**src/rtl/clk_dv_multi.sv**
```systemverilog
// clk_dv_multi: N-channel programmable clock/tick divider with glitch-free deferred reload.
// Define CLKDV_PULSE_MODE_EN to add the per-channel pulse_mode input (one-cycle pulse outputs).
module clk_dv_multi #(
   parameter int                        NUM_CH    = 4,
   parameter int                        CNT_W     = 32,
   parameter logic [NUM_CH*CNT_W-1:0]   INIT_HALF = {32'd12500000, 32'd250000,
                                                     32'd25000000, 32'd50000000}
) (
   input  logic                                          clk,
   input  logic                                          rst_n,
   input  logic [NUM_CH-1:0]                             ch_en,
   input  logic                                          sync_restart,
   input  logic                                          cfg_valid,
   output logic                                          cfg_ready,
   input  logic [((NUM_CH > 1) ? $clog2(NUM_CH) : 1)-1:0] cfg_ch,
   input  logic [CNT_W-1:0]                              cfg_half,
`ifdef CLKDV_PULSE_MODE_EN
   input  logic [NUM_CH-1:0]                             pulse_mode,
`endif
   output logic [NUM_CH-1:0]                             clk_out,
   output logic [NUM_CH-1:0]                             tick
);

   localparam int CH_W = (NUM_CH > 1) ? $clog2(NUM_CH) : 1;

   logic [NUM_CH-1:0] w_pending;
   logic              w_cfg_ready;
   logic              w_accept;
   logic [CNT_W-1:0]  w_cfg_half_fix;

   // Out-of-range channel numbers match no pending bit, so they are always accepted.
   always_comb begin
      w_cfg_ready = 1'b1;
      for (int i = 0; i < NUM_CH; i++) begin
         if ((cfg_ch == CH_W'(i)) && w_pending[i]) w_cfg_ready = 1'b0;
      end
   end

   assign cfg_ready      = w_cfg_ready;
   assign w_accept       = cfg_valid && w_cfg_ready;
   assign w_cfg_half_fix = (cfg_half == '0) ? CNT_W'(1) : cfg_half;

   for (genvar g = 0; g < NUM_CH; g++) begin : g_ch
      localparam logic [CNT_W-1:0] INIT_RAW = INIT_HALF[g*CNT_W +: CNT_W];
      localparam logic [CNT_W-1:0] INIT_FIX = (INIT_RAW == '0) ? CNT_W'(1) : INIT_RAW;

      logic [CNT_W-1:0] r_cnt;
      logic [CNT_W-1:0] r_half;
      logic [CNT_W-1:0] r_shadow;
      logic             r_pend;
      logic             r_phase;
      logic             r_tick;
      logic             r_out;
      logic             w_acc;
      logic             w_term;
      logic             w_pm;

      assign w_acc  = w_accept && (cfg_ch == CH_W'(g));
      assign w_term = (r_cnt == (r_half - CNT_W'(1)));

`ifdef CLKDV_PULSE_MODE_EN
      assign w_pm = pulse_mode[g];
`else
      assign w_pm = 1'b0;
`endif

      // NOTE: every state register, including the half/shadow values, takes the async reset
      // so a mid-run reset restores INIT_HALF and drops any pending reload.
      always_ff @(posedge clk or negedge rst_n) begin
         if (!rst_n) begin
            r_cnt    <= '0;
            r_half   <= INIT_FIX;
            r_shadow <= INIT_FIX;
            r_pend   <= 1'b0;
            r_phase  <= 1'b0;
            r_tick   <= 1'b0;
            r_out    <= 1'b0;
         end else if (sync_restart) begin
            // NOTE: non-blocking assignments throughout, so every branch sees pre-edge state.
            r_cnt   <= '0;
            r_phase <= 1'b0;
            r_tick  <= 1'b0;
            r_out   <= 1'b0;
            r_pend  <= 1'b0;
            if (w_acc)       r_half <= w_cfg_half_fix;
            else if (r_pend) r_half <= r_shadow;
         end else if (!ch_en[g]) begin
            r_cnt   <= '0;
            r_phase <= 1'b0;
            r_tick  <= 1'b0;
            r_out   <= 1'b0;
            if (r_pend) begin
               r_half <= r_shadow;
               r_pend <= 1'b0;
            end
            if (w_acc) begin
               r_shadow <= w_cfg_half_fix;
               r_pend   <= 1'b1;
            end
         end else if (w_term) begin
            // Toggle edge: a rise is also the tick, and the only point a reload may land.
            r_cnt   <= '0;
            r_phase <= ~r_phase;
            r_tick  <= ~r_phase;
            r_out   <= ~r_phase;
            if (r_pend) begin
               r_half <= r_shadow;
               r_pend <= 1'b0;
            end
            if (w_acc) begin
               r_shadow <= w_cfg_half_fix;
               r_pend   <= 1'b1;
            end
         end else begin
            r_cnt  <= r_cnt + CNT_W'(1);
            r_tick <= 1'b0;
            r_out  <= w_pm ? 1'b0 : r_phase;
            if (w_acc) begin
               r_shadow <= w_cfg_half_fix;
               r_pend   <= 1'b1;
            end
         end
      end

      assign w_pending[g] = r_pend;
      assign clk_out[g]   = r_out;
      assign tick[g]      = r_tick;
   end

endmodule

```
**config.mk**
```make
export PLATFORM = sky130hd
export DESIGN_NAME = clk_dv_multi
export DESIGN_NICKNAME = d
export VERILOG_FILES = /design/src/rtl/clk_dv_multi.sv
export SDC_FILE = /design/constraint.sdc
export NUM_CORES = 1
export LEC_CHECK = 0
export BUFFER_PORTS_ARGS = -buffer_cell sky130_fd_sc_hd__buf_2
export CORE_ASPECT_RATIO = 1.2
export CORE_MARGIN = 4
export CORE_UTILIZATION = 69
export CTS_CLUSTER_DIAMETER = 30
export DETAILED_ROUTE_END_ITERATION = 8
export GPL_TIMING_DRIVEN = 0
export MAX_ROUTING_LAYER = met4
export PLACE_DENSITY = 0.87
export SLEW_MARGIN = 10
export SYNTH_ARGS = -nofsm -noshare
export SYNTH_HDL_FRONTEND = slang
export SYNTH_SLANG_ARGS = --single-unit
```
**constraint.sdc**
```tcl
create_clock -name clk -period 6.7 [get_ports clk]
set_input_delay 1.34 -clock clk [delete_from_list [all_inputs] [get_ports clk]]
set_output_delay 1.34 -clock clk [all_outputs]
set_load 0.005 [all_outputs]
```
==> flow_metrics.py, run 1 <==
metrics = {
    "timing": {
        "worst_slew_margin_rel": 0.374,
        "setup_violations": 0,
        "setup_ws_ns": 1.96,
        "period_needed_ns": 4.74,
        "finalCritPeriodShare": 0.707,
        "finalMaxSlewViolations": 0,
        "fmax_mhz": 211,
        "clock-skew-final_ns": 0.0232,
        "rsz0062_at_grt": "no",
        "hold_viol": 0,
        "worst_pin_slew_ns": 0.939,
    },
    "route": {
        "top_layer": "met4",
        "drtAntennaViolNets": 0,
        "drtIter0Drc": 2733,
        "met3_length_um": 6630,
        "drt_pass1_iterations": 8,
        "wl_per_cell_um": 22.9,
        "routed_wirelength_um": 72900,
        "vias_per_cell": 6.98,
        "wl_met1_um": 26500,
        "vias": 22200,
        "wl_met2_um": 35200,
        "drc": 0,
    },
    "cts": {
        "root_buffer": "clkbuf_16",
        "htreeDepth": 3,
        "postCtsSetupBuffers": 0,
        "cts_tree": "built",
        "numClockSinks": 396,
        "cts.hold.buffers_added": 0,
        "clkLatencyLatePin_ns": 0.62,
        "cts_buffer_depth": 3,
        "cts.clk_slew.worst_paths_ns": 0.06,
        "cts_buffers": 77,
        "cts_resized": 0,
    },
    "critical_path": {
        "arrival_ns": 5.24,
        "critPathKind": "reg2reg",
        "critPathLaunchType": "flop",
        "critPathMaxFanout": 10,
        "cp-end-kind": "flop",
        "worst_ep_required_time_ns": 7.20,
    },
    "synth": {
        "yosys.area.top_type": "dfrtp_1",
        "syn_area_um2": 24300,
        "synth_seq_cells": 396,
        "ys.flop_type": "dfrtp_1",
        "postSynth.asyncResetShare": 1.00,
        "synth.distinct_cells": 81,
        "syn_inst": 2553,
        "avgSynthCellArea_um2": 9.50,
        "synth_seq_area_share": 0.413,
        "syn_nets": 2603,
        "yosysTopAreaCellShare": 0.320,
        "synth_edf_count": 0,
        "synth_area_leaders": "dfrtp_1 (32%), dfstp_2 (9.3%), mux2_2 (6.1%)",
        "ys.warnings.count": 0,
    },
    "placed_design": {
        "portBuffers": 19,
        "dp_slack_ns": 2.10,
        "place_hpwl_um": 47700,
        "gp_congestion": 0.961,
        "dp_cells": 3031,
    },
    "final_layout": {
        "mostFrequentLayoutCell": "dfrtp_1",
        "synthToLayoutAreaGrowth_pct": 14.7,
        "layout_common_cells": "dfrtp_1 (310), nor2_1 (218), clkbuf_1 (176), xnor2_1 (137), o22ai_1 (134)",
        "drive_gt1_frac": 0.176,
        "nets": 2704,
        "fin_cells": 3180,
    },
    "floorplanning": {
        "die_w_um": 179,
        "rows": 74,
        "io_pins": 51,
        "die_area_um2": 38200,
        "coreArea_um2": 34400,
        "die_h_um": 213,
        "start_util": 0.706,
    },
    "flow_run": {
        "max-cap-violations": 0,
    },
    "grt": {
        "grtUsageTotal": 0.390,
        "grt_overflow": 0,
        "grt_pass1_vias": 21900,
        "grt_pass1_wl_um": 116000,
        "antenna_found_initial": 6,
        "grt_max_degree": 113,
    },
    "power_and_ir_drop": {
        "power_density_nw_per_um2": 356,
        "ir_drop_mv": 0.222,
        "leakage_nw": 10.9,
    },
    "run_status": {
        "run_status": "complete, no violations",
    },
    "worst_hold_path": {
        "hold_path.class": "reg2reg",
    },
}
==> logic make-up after synthesis <==
logic type,after synthesis,synth area share
AND/OR/NAND/NOR,866,0.190
AO/OA/AOI/OAI,575,0.178
flip-flops,396,0.413
buffers and inverters,291,0.0498
XOR/XNOR,270,0.0975
multiplexers,147,0.0680
adder cells (fa/ha/maj),8,0.00413
==> synthesized netlist by cell type, drive strengths merged (70+ instances only) <==
cell type and count:
dfrtp 310, nor2 218, clkbuf 170, xnor2 137, o22ai 134, xor2 133, mux2 132, nand2 124
nand3 94, dfstp 86, a21oi 83, nor3 70
==> stage by stage <==
stage | util | hold WS (ns) | total power [mW] | cell area [µm²] | TNS [ns]
final | 0.810 | 0.458 | 9.90 | 27800 | 0
after global routing | 0.810 | 0.490 | 10.3 | 27800 | 0
after CTS | 0.809 | 0.462 | 9.81 | 27800 | 0
after detailed placement | 0.728 | 0.451 | 5.62 | 25000 | 0
after global placement | 0.726 | 0.468 | 5.50 | 24900 | -984.86
after floorplan | - | 0.432 | 4.98 | 24300 | 0
==> flip-flops by register name, indices dropped and copies added (netlist names) <==
name,count
g_ch.r_shadow,128
g_ch.r_half,128
g_ch.r_pend,4
g_ch.r_out,4
g_ch.r_tick,4
g_ch.r_cnt,128
==> path summary, 6_finish.rpt <==
| path | startpoint | to | slack [ns] | cells after the start |
|---|---|---|---|---|
| min | g_ch[2].r_out$_DFFE_PN0P_ | g_ch[2].r_tick$_DFF_PN0_ | 0.46 | 1 |
| max | g_ch[2].r_half[0]$_DFFE_PN0P_ | g_ch[2].r_half[25]$_DFFE_PN0P_ | 1.96 | 11 |
| max reg2reg | g_ch[2].r_half[0]$_DFFE_PN0P_ | g_ch[2].r_half[25]$_DFFE_PN0P_ | 1.96 | 11 |
| min in group asynchronous | rst_n | g_ch[1].r_cnt[6]$_DFF_PN0_ | 0.73 | 1 |
| max in group asynchronous | rst_n | g_ch[3].r_cnt[0]$_DFF_PN0_ | 4.90 | 2 |
| min reg2reg | g_ch[2].r_out$_DFFE_PN0P_ | g_ch[2].r_tick$_DFF_PN0_ | 0.46 | 1 |
==> area by class of cell <==
type	instances	area, µm²
Multi-Input combinational cell	1866	13000
Sequential cell	396	10000
Fill cell	2054	6530
Clock buffer	93	2110
Buffer	231	982
Clock inverter	50	677
Tap cell	456	571
Inverter	60	225
Timing Repair Buffer	22	188
Antenna cell	6	15.0
==> critical path, stage by stage, from the launching register on <==
cell      delay, ns
dfrtp_1        0.42
inv_1          0.12
ha_1           0.29
or3b_2         0.54
nor3_1         0.35
mux2_2         0.38
mux2_2         0.27
or4_1          0.56
nor4_2         0.64
nand4_1        0.41
clkbuf_1       0.33
a32oi_1        0.32
==> where the power goes <==
part	switching (mW)	internal, mW
Combinational	1.44	0.968
Sequential	0.439	2.91
Clock	1.46	2.68
Total	3.34	6.55
==> metal layers <==
layer / up-vias / track usage
li1: 9724 / -
met1: 10700 / 0.459
met2: 1389 / 0.628
met3: 379 / 0.0808
met4: 0 / 0.216
met5: - / -
Power figures use the tool's default switching activity.
==> run 2: changes to the inputs <==
Settings changed: CORE_UTILIZATION 69 to 64, PLACE_DENSITY 0.87 to 0.81.
Clock period 6.7 ns to 4.9 ns, I/O delays scaled along.
==> run 2 against run 1 <==
Worst setup slack got worse by 1.6 ns. Routed wire length shrank 4.1%. Sequential share of layout area fell by 0.061 points. Register-to-register slack worse by 1.6 ns. Clock-buffer cell count unchanged. Hold slack got worse by 0.18 ns. Critical path depth rose by 1. Critical path type unchanged.
==> flow_metrics.py, run 2 (synthesized netlist as in run 1, its figures left out) <==
metrics = {
    "timing": {
        "period_needed_ns": 4.57,
        "setup_ws_ns": 0.327,
        "finalCritPeriodShare": 0.933,
        "fmax_mhz": 219,
        "hold_viol": 0,
        "clock-skew-final_ns": 0.0262,
        "worst_pin_slew_ns": 0.979,
        "worst_slew_margin_rel": 0.347,
        "setup_violations": 0,
        "finalMaxSlewViolations": 0,
        "whs_ns": 0.280,
        "rsz0062_at_grt": "no",
    },
    "floorplanning": {
        "die_w_um": 186,
        "die_area_um2": 41100,
        "io_pins": 51,
        "coreArea_um2": 37200,
        "start_util": 0.652,
        "rows": 77,
        "die_h_um": 221,
    },
    "route": {
        "drtAntennaViolNets": 0,
        "drtIter0Drc": 1716,
        "drt_pass1_iterations": 9,
        "routed_wirelength_um": 69900,
        "wl_per_cell_um": 21.8,
        "drc": 0,
        "vias_per_cell": 6.73,
        "vias": 21600,
    },
    "grt": {
        "grt_overflow": 0,
        "grt.busiest_layer": "met2",
        "grt_pass1_vias": 21400,
        "gr-usage-met1": 0.425,
        "gr-usage-met3": 0.0577,
        "met2_usage": 0.540,
        "antenna_found_initial": 6,
        "grtUsageTotal": 0.344,
        "grt_max_degree": 109,
        "grt_pass1_wl_um": 112000,
    },
    "cts": {
        "cts_buffer_depth": 3,
        "cts.hold.buffers_added": 0,
        "numClockSinks": 396,
        "cts.clk_slew.worst_paths_ns": 0.05,
        "postCtsSetupBuffers": 0,
        "root_buffer": "clkbuf_16",
        "htreeDepth": 3,
        "cts_tree": "built",
        "cts_buffers": 79,
        "clkLatencyLatePin_ns": 0.62,
    },
    "worst_hold_path": {
        "hold_path.class": "in2async",
    },
    "final_layout": {
        "drive_gt1_frac": 0.178,
        "stdcell_area_um2": 27900,
        "synthToLayoutAreaGrowth_pct": 14.9,
        "nets": 2707,
        "fin_cells": 3203,
        "top_regs": "g_ch.r_cnt (128), g_ch.r_half (128), g_ch.r_shadow (128)",
        "mostFrequentLayoutCell": "dfrtp_1",
        "fill_cells": 2548,
        "layout_common_cells": "dfrtp_1 (310), nor2_1 (218), clkbuf_1 (176), xnor2_1 (137), o22ai_1 (134)",
    },
    "critical_path": {
        "crit_path_cell_trace": "clkbuf_1, inv_1, ha_1, nor3b_1, nand4b_1, or4_1, a211o_1, nand3_1, or4b_2, o21ai_2, buf_2, nor2_1",
        "cp-end-kind": "flop",
        "critPathLaunchType": "flop",
        "arrival_ns": 5.06,
        "critPathMaxStageDelay_ns": 0.66,
        "worst_ep_required_time_ns": 5.38,
        "critPathMaxFanout": 10,
        "worst-path-buf-inv": 3,
        "critPathKind": "reg2reg",
        "crit_family": "simple AND/OR/NAND/NOR gates",
        "cp_slowest_cell": "or4_1",
    },
    "run_status": {
        "run_status": "complete, no violations",
    },
    "power_and_ir_drop": {
        "power_density_nw_per_um2": 480,
        "ir_drop_mv": 0.279,
        "leakage_nw": 11.0,
    },
    "placed_design": {
        "place_hpwl_um": 48400,
        "gp_congestion": 0.949,
        "dp_slack_ns": 0.334,
        "dp_cells": 3050,
        "dpl_cell_area_um2": 25100,
        "portBuffers": 19,
    },
    "flow_run": {
        "max-cap-violations": 0,
    },
}
run 2: layer usage:
metal,share of wire,vias up,wire (µm)
li1,-,9721,-
met1,0.39,10500,27200
met2,0.48,1010,33800
met3,0.071,280,4980
met4,0.056,0,3920
met5,0,-,0
run 2: cell type report:
class	instances	area [µm²]	area share
Inverter	60	225	0.00808
Multi-Input combinational cell	1866	13000	0.468
Tap cell	474	593	0.0213
Sequential cell	396	10000	0.359
Clock buffer	93	2110	0.0757
Timing Repair Buffer	23	215	0.00772
Clock inverter	54	661	0.0237
Antenna cell	6	15.0	0.000539
Buffer	231	982	0.0352
run 2: what timing repair did:
item	4_1_cts	5_1_grt
endpoints found under the hold margin	0	0
setup endpoints to repair	0	19
gates resized for setup	0	2
run 2: worst reg2reg max path, cell delays in order, from the launching register on:
cell,delay [ns]
dfrtp_1,0.36
clkbuf_1,0.21
inv_1,0.11
ha_1,0.19
nor3b_1,0.46
nand4b_1,0.48
or4_1,0.66
a211o_1,0.31
nand3_1,0.19
or4b_2,0.66
o21ai_2,0.42
buf_2,0.32
nor2_1,0.09
run 2: worst paths after layout:
kind,from,to,slack [ns],cells after the start
min in group clk,g_ch[2].r_out$_DFFE_PN0P_,g_ch[2].r_tick$_DFF_PN0_,0.46,1
max reg2reg,g_ch[3].r_half[0]$_DFFE_PN0P_,g_ch[3].r_cnt[29]$_DFF_PN0_,0.33,12
min reg2reg,g_ch[2].r_out$_DFFE_PN0P_,g_ch[2].r_tick$_DFF_PN0_,0.46,1
min,rst_n,g_ch[1].r_cnt[14]$_DFF_PN0_,0.28,1
max in group asynchronous,rst_n,g_ch[3].r_half[28]$_DFFE_PN0P_,3.30,3
max,g_ch[3].r_half[0]$_DFFE_PN0P_,g_ch[3].r_cnt[29]$_DFF_PN0_,0.33,12
run 2: where the power goes:
group / internal [mW] / leakage [nW] / switching, mW
logic: 1.32 / 4.71 / 1.93
registers: 3.97 / 4.91 / 0.585
clock network: 3.61 / 1.34 / 1.96
run 2: through the flow:
stage,utilization,total power [mW],TNS [ns]
final,0.749,13.4,0
after global routing,0.749,13.9,0
after CTS,0.749,13.3,0
after detailed placement,0.674,7.71,0
after global placement,0.671,7.54,-1621.71
after floorplan,-,6.81,0
